## config.mk

```make
export PLATFORM = sky130hd
export DESIGN_NAME = fp_normalize_round
export DESIGN_NICKNAME = d
export VERILOG_FILES = /design/src/rtl/fp_normalize_round.sv
export SDC_FILE = /design/constraint.sdc
export NUM_CORES = 1
export LEC_CHECK = 0
export BUFFER_PORTS_ARGS = -buffer_cell sky130_fd_sc_hd__buf_2
export CAP_MARGIN = 20
export CORE_ASPECT_RATIO = 2
export CORE_MARGIN = 1.5
export CORE_UTILIZATION = 45
export CTS_CLUSTER_DIAMETER = 40
export DETAILED_ROUTE_END_ITERATION = 6
export PLACE_DENSITY = 0.66
export SYNTH_ARGS = -nofsm -noshare
export SYNTH_HDL_FRONTEND = slang
export SYNTH_SLANG_ARGS = --single-unit
```

## constraint.sdc

```tcl
create_clock -name clk -period 10.8 [get_ports clk]
set_input_delay 1.62 -clock clk [delete_from_list [all_inputs] [get_ports clk]]
set_output_delay 1.62 -clock clk [all_outputs]
set_load 0.1 [all_outputs]
```

## src/rtl/fp_normalize_round.sv

```systemverilog
// fp_normalize_round: post-add normalise/round stage of the FP adder.
// Stage 1 normalises the raw sum mantissa, stage 2 rounds and packs an
// IEEE-754 binary32 result with RISC-V fflags. Subnormals flush to zero.
// Optional feature macro: FP_NORM_RM_EN adds the rm port and the RTZ, RDN,
// RUP and RMM rounding modes; without it only RNE is implemented.
module fp_normalize_round #(
   parameter int EXP_W = 8,
   parameter int MAN_W = 23,
   parameter int LZ_W  = $clog2(MAN_W + 4) + 1
) (
   input  logic                     clk,
   input  logic                     reset,
   input  logic                     in_valid,
   output logic                     in_ready,
   input  logic                     in_sign,
   input  logic signed [EXP_W+1:0]  in_exp,
   input  logic [MAN_W+4:0]         in_mant,
   input  logic [LZ_W-1:0]          lead_pos,
   output logic                     out_valid,
   input  logic                     out_ready,
   output logic [EXP_W+MAN_W:0]     out_result,
   output logic [4:0]               out_flags
`ifdef FP_NORM_RM_EN
   ,
   input  logic [2:0]               rm
`endif
);

   // normalised mantissa width: hidden + fraction + G,R,S
   localparam int MW = MAN_W + 4;
   // one extra exponent bit so in_exp+1 and rounding carries cannot wrap
   localparam int EW = EXP_W + 3;

   typedef enum logic [2:0] {
      RM_RNE = 3'b000,
      RM_RTZ = 3'b001,
      RM_RDN = 3'b010,
      RM_RUP = 3'b011,
      RM_RMM = 3'b100
   } rm_e;

   logic                 s1_adv, s2_adv;
   logic                 s1_valid, s2_valid;
   logic                 s1_sign, s1_zero, s1_flush;
   logic signed [EW-1:0] s1_exp;
   logic [MW-1:0]        s1_mant;

   logic signed [EW-1:0] in_exp_x, n_exp;
   logic [MW-1:0]        n_mant;
   logic [LZ_W-1:0]      sh;
   logic                 n_zero, n_flush;

   rm_e                  mode;
   logic                 inexact, inc, away, ovf;
   logic [MAN_W+1:0]     rounded;
   logic signed [EW-1:0] r_exp;
   logic [MAN_W-1:0]     r_frac;
   logic [EXP_W+MAN_W:0] nxt_result;
   logic [4:0]           nxt_flags;

   assign s2_adv    = !s2_valid || out_ready;
   assign s1_adv    = !s1_valid || s2_adv;
   assign in_ready  = s1_adv;
   assign out_valid = s2_valid;
   assign in_exp_x  = {{(EW-EXP_W-2){in_exp[EXP_W+1]}}, in_exp};

`ifdef FP_NORM_RM_EN
   logic [2:0] s1_rm;
   assign mode = rm_e'(s1_rm);
`else
   assign mode = RM_RNE;
`endif

   // Normalise: absorb a carry with a sticky right shift, otherwise left-shift the leading one to the hidden position
   always_comb begin
      sh      = LZ_W'(MW - 1) - lead_pos;
      n_mant  = '0;
      n_exp   = in_exp_x;
      n_zero  = 1'b0;
      n_flush = 1'b0;
      if (in_mant[MW]) begin
         n_mant = {in_mant[MW:2], in_mant[1] | in_mant[0]};
         n_exp  = in_exp_x + EW'(1);
      end else if (lead_pos == '1) begin
         n_zero = 1'b1;
      end else begin
         n_mant = in_mant[MW-1:0] << sh;
         n_exp  = in_exp_x - EW'(sh);
      end
      if (!n_zero && (n_exp[EW-1] || n_exp == '0)) begin
         n_flush = 1'b1;
      end
   end

   // Stage 1 register: loads whenever the stage is empty or its beat moves on
   always_ff @(posedge clk or posedge reset) begin
      if (reset) begin
         s1_valid <= 1'b0;
         s1_sign  <= 1'b0;
         s1_exp   <= '0;
         s1_mant  <= '0;
         s1_zero  <= 1'b0;
         s1_flush <= 1'b0;
`ifdef FP_NORM_RM_EN
         s1_rm    <= 3'b000;
`endif
      end else if (s1_adv) begin
         s1_valid <= in_valid;
         if (in_valid) begin
            s1_sign  <= in_sign;
            s1_exp   <= n_exp;
            s1_mant  <= n_mant;
            s1_zero  <= n_zero;
            s1_flush <= n_flush;
`ifdef FP_NORM_RM_EN
            s1_rm    <= rm;
`endif
         end
      end
   end

   // Round and pack: pick the increment for the mode, fold a carry out of the hidden bit into the exponent, then classify
   always_comb begin
      inexact = s1_mant[2] | s1_mant[1] | s1_mant[0];
      inc     = 1'b0;
      away    = 1'b1;
      case (mode)
         RM_RTZ: begin
            inc  = 1'b0;
            away = 1'b0;
         end
         RM_RDN: begin
            inc  = inexact & s1_sign;
            away = s1_sign;
         end
         RM_RUP: begin
            inc  = inexact & !s1_sign;
            away = !s1_sign;
         end
         RM_RMM: inc = s1_mant[2];
         default: inc = s1_mant[2] & (s1_mant[1] | s1_mant[0] | s1_mant[3]);
      endcase
      rounded = {1'b0, s1_mant[MW-1:3]} + (MAN_W+2)'(inc);
      r_exp   = s1_exp + EW'(rounded[MAN_W+1]);
      r_frac  = rounded[MAN_W+1] ? rounded[MAN_W:1] : rounded[MAN_W-1:0];
      ovf     = !r_exp[EW-1] && (r_exp >= EW'((1 << EXP_W) - 1));
      nxt_result = {s1_sign, r_exp[EXP_W-1:0], r_frac};
      nxt_flags  = {4'b0000, inexact};
      if (s1_zero) begin
         nxt_result = {s1_sign, {(EXP_W+MAN_W){1'b0}}};
         nxt_flags  = 5'b00000;
      end else if (s1_flush) begin
         nxt_result = {s1_sign, {(EXP_W+MAN_W){1'b0}}};
         nxt_flags  = 5'b00011;
      end else if (ovf) begin
         nxt_flags = 5'b00101;
         if (away) begin
            nxt_result = {s1_sign, {EXP_W{1'b1}}, {MAN_W{1'b0}}};
         end else begin
            nxt_result = {s1_sign, {(EXP_W-1){1'b1}}, 1'b0, {MAN_W{1'b1}}};
         end
      end
   end

   // Stage 2 register: holds the result stable until downstream accepts it
   always_ff @(posedge clk or posedge reset) begin
      if (reset) begin
         s2_valid   <= 1'b0;
         out_result <= '0;
         out_flags  <= '0;
      end else if (s2_adv) begin
         s2_valid <= s1_valid;
         if (s1_valid) begin
            out_result <= nxt_result;
            out_flags  <= nxt_flags;
         end
      end
   end

endmodule
```

Yosys cells after proc, flatten, opt, wreduce, memory -nomap -nowiden:

Index checks and enable logic that the tools add are counted.

* register bits after elaboration: 80
* latch bits: 0
* memory bits (writable): 0
* ROM bits: 0
* bits of input ports: 49
* output and inout bits: 39
* logic and storage cells: 49
* memories kept: 0

* add/sub/neg operators: 5
* multiply operators: 0
* divide/modulo/power cells: 0
* magnitude comparators: 1
* eq/ne operators: 1
* shifts and indexed selects: 1
* mux-type cells: 14
* bitwise operators: 6
* reductions and logical operators: 12

Operator list (count)
* 2-to-1 mux 31 bit: 3
* 2-to-1 mux 27 bit: 2
* << shifter 27 x 6 -> 27 bit: 1
* adder 24 x 1 -> 25 bit: 1
* 2-to-1 mux 23 bit: 1
* 2-to-1 mux 11 bit: 2
* adder 10 x 2 -> 11 bit (second input constant): 1
* adder 11 x 1 -> 11 bit: 1
* greater-or-equal comparator 11 x 9 -> 1 bit (second input constant): 1
* logical NOT 11 bit: 1
* subtractor 10 x 7 -> 11 bit: 1
* 2-to-1 mux 3 bit: 3
* == test 6 bit (second input constant): 1
* subtractor 5 x 6 -> 6 bit (first input constant): 1
* OR 1 bit: 5
* logical NOT 1 bit: 4
* AND reduction 2 bit: 2
* logical OR 1 bit: 3
* 2-to-1 mux 1 bit: 3
* logical AND 1 bit: 2
* bitwise AND 1 bit: 1

Depth between registers and ports, before layout:

Gate-level depths: netlist (run 1).

* depth in word-level cells: 10
* depth in mapped cells: 15
* mapped depth without buffers: 14

Worst setup path before layout (run 1):

Ideal clock, no wire load.

* path kind: input port to flip-flop
* start: input lead_pos[0]
* end: register s1_flush
* setup time: 0.110 ns
* data arrival time: 4.484 ns
* required time: 10.690 ns
* setup slack: 6.206 ns
* stages on the path: 13
* path buffers: 2
* cell sequence: buf_2 a21oi_1 xor2_1 inv_2 clkbuf_1 ha_1 and3_1 a22o_1 o21bai_1 xnor2_1 a2111oi_0 nand4_1 o41ai_1

* cells in the longest elaborated chain, start to end: 8
* elaborated cells between the ends (all ways): 12
* classes of those cells: 2 x add/sub; 1 x eq/ne; 5 x mux; 4 x reduce/logical

RTL lines
* start, declared: line 18 `input logic [LZ_W-1:0] lead_pos,`
* subtractor 5 x 6 -> 6 bit: line 76 `sh = LZ_W'(MW - 1) - lead_pos;`
* subtractor 10 x 7 -> 11 bit: line 88 `n_exp = in_exp_x - EW'(sh);`
* 2-to-1 mux 11 bit: line 84 `end else if (lead_pos == '1) begin`
* 2-to-1 mux 11 bit: line 81 `if (in_mant[MW]) begin`
* logical NOT 11 bit: line 90 `if (!n_zero && (n_exp[EW-1] || n_exp == '0)) begin`
* logical OR 1 bit: line 90
* logical AND 1 bit (*): line 90
* 2-to-1 mux 1 bit (*): line 90
* end signal, assigned: line 114 `s1_flush <= n_flush;`
* end, declared: line 44 `logic s1_sign, s1_zero, s1_flush;`

Every way passes the cells marked *; elsewhere a longest branch is shown, timed or not.
A chain may end at the register's enable or synchronous reset.

Worst setup path after layout (run 1):

Ends and elaborated chain as after synthesis.

==> impl_metrics.toml, run 1 <==
[status]
status = "complete, no violations"

[worst_setup_path]
arrival_ns = 5.58
cpMostUsedCell = "ha_1"
cp.required_ns = 11.02
crit_family = "compound AO/OA/AOI/OAI gates"
crit_path_start_kind = "input port"
reg2reg_from = "s1_mant[2]"
endpoint_kind = "register"
critical-path-max-stage-delay_ns = 0.65
cp_max_fo = 36
critical_path_buf_inv_count = 2
r2r-end = "out_result[21]"
cp-startpoint = "lead_pos[0]"
critical_path_class = "in -> reg"
r2r_setup_slack_ns = 6.58
slowest_stage = "xor2_1"
reg2reg_depth = 14
crit_chain = "buf_2, ha_1, o21ai_0, xor2_1, inv_2, ha_1, a21o_1, a22o_1, o21bai_1, xnor2_1, a2111oi_0, nand4_1, o41ai_1"

[finish]
drive_above_1_share_pct = 20.90
fill_cells = 1261
multi_input_area_sq_um = 3577
num_antenna_cells = 0
stdcell_count = 882
areaGrowthSynthToFinish_pct = 13.12
regArea_sq_um = 1952
fin_nets = 789

[drt]
postRouteAntennaNets = 0
drc = 0
via_per_inst = 5.837
wire_per_inst_um = 17.20
dr.pass1.iters = 5
routed_wl_um = 15170
drt_iter0_markers = 241
via_count = 5148

[cts]
root_buffer = "clkbuf_16"
cts.sinks = 78
clock_latency_ns = 0.33
cts_buffer_depth = 2
cts_resized = 0
htreeDepth = 3
cts_tree = "yes"
cts_setup_buffers = 0
cts_buffers = 9
clk_pin_slew_ns = 0.05
cts_hold_buf = 0

[placement]
io_buffers = 85
place.gp.congestion = 0.9763
dp.cells = 867
dpl.hpwl_um = 11980

[synthesis]
synth_enable_flop_cells = 0
synth_top_area_cell = "dfrtp_1"
ys_top_cells_by_count = "nand2_1, dfrtp_1, nor2_1"
synth_top_area_share_pct = 33.88
yosysWarnings = 0
netlist_instances = 666
ys_ff_latch = 78
ys_top_cells_by_area = "dfrtp_1, nand2_1, mux4_2"
synthArstFlopShare_pct = 100.0
avgSynthCellArea_sq_um = 8.649
synth_most_common_cell = "nand2_1"
syn_area_sq_um = 5761
synth_seq_area_share_pct = 33.88
ys_dominant_reg_cell = "dfrtp_1"
synth_cell_types = 67

[sta]
rsz0062_at_grt = "no"
clock.fmax_mhz = 186.5
tightest_slew_ns = 0.9605
period_minus_slack_ns = 5.362
slew_viol_final = 0
fin_crit_sh_pct = 49.65
relSlewSlack_pct = 35.97
hold_viol = 0
worst_clock_skew_ns = 0.004151
setup_viol = 0
setup_tns_ns = 0

[global_routing]
grt_util_all_layers_pct = 23.25
grt_pass1_wl_um = 25430
grt_pass1_vias = 5104
grt_antenna_before_repair = 0
grt_max_degree = 79
grt_overflow = 0

[hold_path]
hp-start = "out_result[27]"
hold_end = "out_result[27]"
hp-class = "reg -> reg"
whs_path_depth = 1

[die]
start_util_pct = 45.88
io_pins = 88
dieWidth_um = 83.01
die-area_sq_um = 13530
rows = 58
core-area_sq_um = 12550
die_y_um = 163.0

[power_and_ir_drop]
p_clk_share_pct = 24.7
internal-power_mw = 0.6546
pwr_density_cell_nw_per_um2 = 180.0
p_switching_mw = 0.5183
p_comb_share_pct = 42.2
p_sw_share_pct = 44.19
vdd_drop_max_mv = 0.1556
pwr-share-seq_pct = 33.0
p_leak_nw = 2.951

[job]
max_cap_viol_count = 0
## cells in the final DEF (no fill, tap or decap), types with 5 or more instances in the layout
cell	netlist	final
dfrtp_1	78	78
o21ai_0	47	47
buf_4	5	6
nand3_1	24	24
a211oi_1	6	6
a221oi_1	6	6
inv_1	9	8
ha_1	11	11
o21ai_2	10	10
o22ai_1	6	6
and4_1	6	6
mux4_2	18	18
mux2_2	9	9
a21o_1	16	16
a32oi_1	7	7
buf_2	8	85
nand2_1	119	119
nand2b_1	8	8
xnor2_1	15	15
nor2_1	57	57
nor2b_1	5	5
mux2i_1	25	25
nand4_1	7	7
clkbuf_16	0	9
a21oi_1	40	40
nor3_1	5	5
xor2_1	23	23
and3_1	8	8
## worst max path at each step
stage                    end  slack, ns  cells past startpoint
floorplan           s1_flush       6.21                     13
global placement    s1_flush       5.28                     13
detailed placement  s1_flush       5.10                     13
CTS                 s1_flush       5.45                     13
global route        s1_flush       4.93                     13
finish              s1_flush       5.44                     13
## metrics by stage
| stage | power, mW | hold WS [ns] | setup slack [ns] | util (%) | area [sq um] |
|---|---|---|---|---|---|
| 2_1_floorplan | 0.7850 | 0.4417 | 6.206 | - | 5764 |
| 3_3_place_gp | 0.8776 | 0.4542 | 5.277 | 49.64 | 6232 |
| 3_5_place_dp | 0.8872 | 0.4599 | 5.099 | 49.64 | 6232 |
| 4_1_cts | 1.181 | 0.4718 | 5.446 | 51.90 | 6516 |
| 5_1_grt | 1.234 | 0.4896 | 4.931 | 51.90 | 6516 |
| 6_report | 1.173 | 0.4660 | 5.438 | 51.90 | 6516 |
## routing by layer
layer	vias to the layer above	global-route usage, %	share of wire [%]
met3	55	2.382	3.8
met1	2409	26.54	38
met2	168	41.35	52
met5	-	0	0
met4	0	14.39	5.5
li1	2516	-	-
## state kept, by name (all words and copies together) (netlist names)
signal,cells
s1_zero,1
s1_sign,1
s1_flush,1
s1_mant,27
out_flags,3
out_valid,1
s1_exp,11
s1_valid,1
out_result,32
## cell type report
| cell class | instances | share of cell area [%] |
|---|---|---|
| clock buffer | 14 | 3.898 |
| clock inverter | 1 | 0.4608 |
| inverter | 12 | 0.6912 |
| multi-input combinational | 536 | 54.90 |
| sequential | 78 | 29.95 |
| tap | 150 | 2.880 |
| timing repair buffer | 91 | 7.220 |
## logic make-up (layout without fill, tap and decap cells)
family / count (synthesis) / count (layout) / share of synthesized area, %
AND/OR/NAND/NOR: 262 / 262 / 21.09
AO/OA/AOI/OAI: 170 / 170 / 19.22
flip-flops: 78 / 78 / 33.88
buffers and inverters: 53 / 118 / 4.083
multiplexers: 52 / 52 / 13.14
XOR/XNOR: 38 / 38 / 5.778
adder cells (fa/ha/maj): 12 / 12 / 2.737
other: 1 / 2 / 0.06510
## power by group through the flow
stage / clock [mW] / sequential (mW) / combinational (mW)
after CTS: 0.297 / 0.388 / 0.496
after floorplan: 0 / 0.575 / 0.210
final: 0.290 / 0.387 / 0.495
after global routing: 0.311 / 0.396 / 0.528
after detailed placement: 0 / 0.392 / 0.495
after global placement: 0 / 0.390 / 0.488
Note: power is estimated with default switching activity, not from simulation.
==> inputs of run 2 (changes only) <==
Clock period 10.8 ns to 5 ns, I/O delays scaled along.
==> run 2 against run 1 <==
Compared with the run above:
- non-clock buffer count is 3 higher
- cell count down 0.11%
- via count shrank 1.0%
- critical path depth grew 2
- clock power up 83%
- hold slack barely moved
- first-iteration DRC count fell by 9.1%
- global-route usage shrank 0.74 points
- final area down 0.44%
- register-to-register slack got worse by 5.5 ns
- largest cell class unchanged
- largest power group unchanged
==> impl_metrics.toml, run 2 (synthesis results as in run 1) <==
[finish]
regArea_sq_um = 1952
multi_input_area_sq_um = 3577
drive_above_1_share_pct = 21.07
num_antenna_cells = 0
layout_common_cells = "nand2_1, buf_2, dfrtp_1"
regMostFlops = "out_result"
fin_nets = 792
fin_util_pct = 51.67
fill_cells = 1221
largest_register_ffs = 32
areaGrowthSynthToFinish_pct = 12.62
reg_top3 = "out_result (32), s1_mant (27), s1_exp (11)"
layout_commonest_cell = "nand2_1"

[cts]
cts_setup_buffers = 0
root_buffer = "clkbuf_16"
cts_tree = "yes"
cts_buffer_depth = 2
cts.sinks = 78
htreeDepth = 3
cts_buffers = 9
clock_latency_ns = 0.33
cts_hold_buf = 0
cts_resized = 0
clk_pin_slew_ns = 0.05

[drt]
drt_iter0_markers = 219
wire_per_inst_um = 16.75
drc = 0
via_per_inst = 5.782
postRouteAntennaNets = 0
via_count = 5094
routed_wl_um = 14760
dr.pass1.iters = 5

[worst_setup_path]
arrival_ns = 4.14
cp.required_ns = 5.26
crit_path_start_kind = "register"
cpMostUsedCell = "ha_1"
cp_max_fo = 11
endpoint_kind = "register"
critical_path_class = "reg -> reg"
slowest_stage = "dfrtp_1"
r2r_setup_slack_ns = 1.12
critical_path_buf_inv_count = 2
critical-path-max-stage-delay_ns = 0.41
crit_chain = "and2_1, ha_1, nand3_1, nor3b_2, nor3b_2, buf_4, ha_1, ha_1, inv_1, or3_1, o211ai_2, o41a_4, nand2_4, or2_4, o21ai_2"
crit_family = "simple AND/OR/NAND/NOR gates"

[sta]
clock.fmax_mhz = 257.7
hold_viol = 0
fin_crit_sh_pct = 77.61
worst_slack_ns = 1.120
slew_viol_final = 0
tightest_slew_ns = 0.7898
rsz0062_at_grt = "no"
period_minus_slack_ns = 3.881
relSlewSlack_pct = 47.35
setup_tns_ns = 0
setup_viol = 0
worst_clock_skew_ns = 0.002974

[global_routing]
grt_pass1_vias = 5027
grt_pass1_wl_um = 24690
grt_overflow = 0
grt_util_all_layers_pct = 22.51
grt_antenna_before_repair = 0
grt_max_degree = 61

[power_and_ir_drop]
power_mw = 2.436
p_sw_share_pct = 45.02
pwr_density_cell_nw_per_um2 = 375.5
p_switching_mw = 1.097
p_clk_share_pct = 21.8
p_comb_share_pct = 43.8
internal-power_mw = 1.340
pwr-share-seq_pct = 34.4
p_leak_nw = 2.942
vdd_drop_max_mv = 0.2957

[die]
die-area_sq_um = 13530
die_y_um = 163.0
io_pins = 88
dieWidth_um = 83.01
start_util_pct = 45.88
rows = 58
core-area_sq_um = 12550

[placement]
dpl.hpwl_um = 11890
dp_slack_ns = 0.9575
place.gp.congestion = 0.9912
io_buffers = 85

[status]
status = "complete, no violations"

[job]
max_cap_viol_count = 0

[hold_path]
hp-class = "reg -> reg"
## run 2: cell count changes in the layout (fill, tap and decap cells not counted)
cell       before  now
buf_4           6    9
bufinv_16       1    0
clkbuf_8        1    0
clkbuf_1        4    2
## run 2: path summary, 6_finish.rpt
check / end / depth (start not counted) / from
min in group asynchronous: s1_valid / 2 / reset
setup reg to reg: out_result[9] / 15 / s1_mant[2]
hold / removal: out_result[26] / 1 / out_result[26]
max in group asynchronous: s1_mant[14] / 3 / reset
hold reg to reg: out_result[26] / 1 / out_result[26]
setup / recovery: out_result[9] / 15 / s1_mant[2]
## run 2: cell type report
class / count / area share [%]
multi-input combinational: 536 / 55.14
clock buffer: 11 / 3.587
inverter: 12 / 0.6943
timing repair buffer: 94 / 7.599
sequential: 78 / 30.09
tap: 150 / 2.893
## run 2: metal layers
layer	share of wire, %	wire length, um	track usage (%)
met5	0	0	0
met3	3.4	505	2.788
met4	3.8	561	11.14
met1	39	5795	25.02
met2	53	7892	41.80
## run 2: stage by stage
| stage | std cells | hold slack [ns] | area, sq um |
|---|---|---|---|
| 2_1_floorplan | 667 | 0.4417 | 5764 |
| 3_3_place_gp | 870 | 0.4530 | 6255 |
| 3_5_place_dp | 870 | 0.4600 | 6255 |
| 4_1_cts | 881 | 0.4715 | 6487 |
| 5_1_grt | 881 | 0.4979 | 6487 |
| 6_report | 881 | 0.4662 | 6487 |
## run 2: power groups by stage
stage	combinational [mW]	clock (mW)	sequential, mW
2_1_floorplan	0.454	0	1.24
3_3_place_gp	1.05	0	0.842
3_5_place_dp	1.07	0	0.850
4_1_cts	1.07	0.544	0.839
5_1_grt	1.14	0.572	0.857
6_report	1.07	0.530	0.839
==> inputs of run 3 (changes only) <==
Settings changed: ABC_AREA from default to 1, PLACE_DENSITY 0.66 to default.
Clock period 5 ns to 3.6 ns, I/O delays scaled along.
==> run 3 against run 2 <==
Compared with the run above:
- first-iteration DRC count increased by 12%
- synthesized cell count increased by 40%
- final area increased by 12%
- via count increased by 22%
- cell count increased by 36%
- clock skew increased by 0.00070 ns
- combinational power increased by 80%
- highest routed layer unchanged
- global-route usage increased by 1.7 points
- critical path type unchanged
- total power increased by 65%
- flip-flop and latch count unchanged
- hold slack got worse by 0.22 ns
==> impl_metrics.toml, run 3 <==
[status]
status = "complete, no violations"

[drt]
dr.pass1.iters = 5
postRouteAntennaNets = 0
routed_wl_um = 17400
wire_per_inst_um = 14.50
via_count = 6230
via_per_inst = 5.192
drt_iter0_markers = 245
drc = 0

[synthesis]
synth_most_common_cell = "nand2_1"
ys_top_cells_by_count = "nand2_1, dfrtp_1, inv_1"
synth_cell_types = 55
ys_dominant_reg_cell = "dfrtp_1"
yosysWarnings = 0
synth_top_area_share_pct = 30.36
synthArstFlopShare_pct = 100.0
synth_seq_area_share_pct = 30.36
ys_top_cells_by_area = "dfrtp_1, nand2_1, o21ai_0"
ys_ff_latch = 78
avgSynthCellArea_sq_um = 6.884
netlist_instances = 934
syn_area_sq_um = 6430
synth_enable_flop_cells = 0
synth_top_area_cell = "dfrtp_1"

[job]
max_cap_viol_count = 0

[sta]
rsz0062_at_grt = "no"
hold_viol = 0
setup_tns_ns = 0
tightest_slew_ns = 0.7228
fin_crit_sh_pct = 88.93
hold_slack_ns = 0.2481
slew_viol_final = 0
worst_clock_skew_ns = 0.003678
period_minus_slack_ns = 3.202
setup_viol = 0
clock.fmax_mhz = 312.4
relSlewSlack_pct = 51.51

[placement]
dpl.hpwl_um = 14170
io_buffers = 85
place.gp.congestion = 0.9107

[worst_setup_path]
reg2reg_depth = 19
critical_path_class = "reg -> reg"
cp_max_fo = 23
reg2reg_from = "s1_mant[2]"
r2r-end = "out_result[16]"
cp.required_ns = 3.83
endpoint_kind = "register"
r2r_setup_slack_ns = 0.40
crit_path_start_kind = "register"
arrival_ns = 3.43

[cts]
cts_setup_buffers = 0
htreeDepth = 3
cts_resized = 0
cts_buffer_depth = 2
cts_hold_buf = 0
clock_latency_ns = 0.34
cts_tree = "yes"
cts.sinks = 78
clk_pin_slew_ns = 0.06
cts_buffers = 9
root_buffer = "clkbuf_16"

[finish]
regMostFlops = "out_result"
layout_common_cells = "nand2_1, buf_2, dfrtp_1"
num_antenna_cells = 0
reg_top3 = "out_result (32), s1_mant (27), s1_exp (11)"
fin_nets = 1067
regArea_sq_um = 1952
drive_above_1_share_pct = 19.09
multi_input_area_sq_um = 3918
areaGrowthSynthToFinish_pct = 13.43
layout_commonest_cell = "nand2_1"
fill_cells = 1504
largest_register_ffs = 32

[die]
core-area_sq_um = 13970
start_util_pct = 46.04
die-area_sq_um = 15060
rows = 61
io_pins = 88
die_y_um = 172.1
dieWidth_um = 87.53

[global_routing]
grt_max_degree = 39
grt_antenna_before_repair = 0
grt_pass1_vias = 5891
grt_overflow = 0
grt_pass1_wl_um = 28700
grt_util_all_layers_pct = 24.24

[power_and_ir_drop]
p_leak_nw = 3.774
pwr_density_cell_nw_per_um2 = 550.7
vdd_drop_max_mv = 0.2234
power_mw = 4.017

[hold_path]
hp-class = "in -> async"
## run 3: metal layers
layer	routed length [um]	GRT usage, %	part of all wire (%)	up-vias
met5	0	0	0	-
met4	589	10.90	3.4	0
met3	443	2.005	2.5	39
met2	9358	45.05	54	143
met1	7005	27.35	40	2832
li1	-	-	-	3216
## run 3: report_power, final
group	switching (mW)	total (mW)	leakage (nW)	internal (mW)
Combinational	1.50	1.93	2.66	0.429
Clock	0.350	0.881	0.141	0.531
Sequential	0.142	1.21	0.971	1.06
Total	1.99	4.02	3.77	2.02
## run 3: cell families (layout without fill, tap and decap cells)
family,after synthesis,count (layout),share of synthesized area (%)
and+or+nand+nor,501,501,37.07
AOI/OAI and AO/OA,177,177,15.65
buffers and inverters,131,207,8.776
DFF,78,78,30.36
xor gates and xnor gates,25,25,4.223
adders and majority gates,12,12,2.452
muxes,9,9,1.421
other,1,2,0.05832
## run 3: how the worst max path moves through the flow
| stage | startpoint | endpoint | slack, ns | cells past startpoint |
|---|---|---|---|---|
| after CTS | s1_mant[2] | out_result[0] | 0.36 | 20 |
| after floorplan | out_valid | s1_mant[12] | 0.45 | 5 |
| after global routing | s1_mant[2] | out_result[0] | 0.10 | 20 |
| after detailed placement | s1_mant[2] | out_result[0] | 0.36 | 20 |
| after global placement | s1_mant[2] | out_result[16] | 0.43 | 19 |
| final | s1_mant[2] | out_result[16] | 0.40 | 19 |
## run 3: final cells by class
class / count / area share, %
Tap cell: 189 / 3.242
Timing Repair Buffer: 101 / 7.651
Clock buffer: 9 / 3.088
Inverter: 90 / 4.649
Sequential cell: 78 / 26.76
Clock inverter: 7 / 0.8921
Multi-Input combinational cell: 726 / 53.71
## run 3: critical path, stage by stage, from the launching register on
cell and delay [ns]:
dfrtp_1 0.38, nand2_1 0.10, inv_1 0.08, ha_1 0.21, nand4_4 0.15, nor2_1 0.16, nand4_1 0.12, nor3_1 0.15
buf_4 0.16, ha_1 0.17, ha_1 0.20, nand4_1 0.15, nor2_2 0.16, nand3_2 0.10, nor3_2 0.13, xnor2_1 0.22
nand2_4 0.11, buf_12 0.18, o211ai_1 0.09, nand2_1 0.06
## run 3: stage by stage
stage | utilization, % | area (sq um) | instances | worst slack (ns)
floorplan | - | 6434 | 935 | 0.4501
global placement | 50.14 | 7003 | 1184 | 0.4313
detailed placement | 50.14 | 7003 | 1184 | 0.3551
CTS | 52.22 | 7293 | 1200 | 0.3559
global route | 52.22 | 7293 | 1200 | 0.1036
finish | 52.22 | 7293 | 1200 | 0.3985
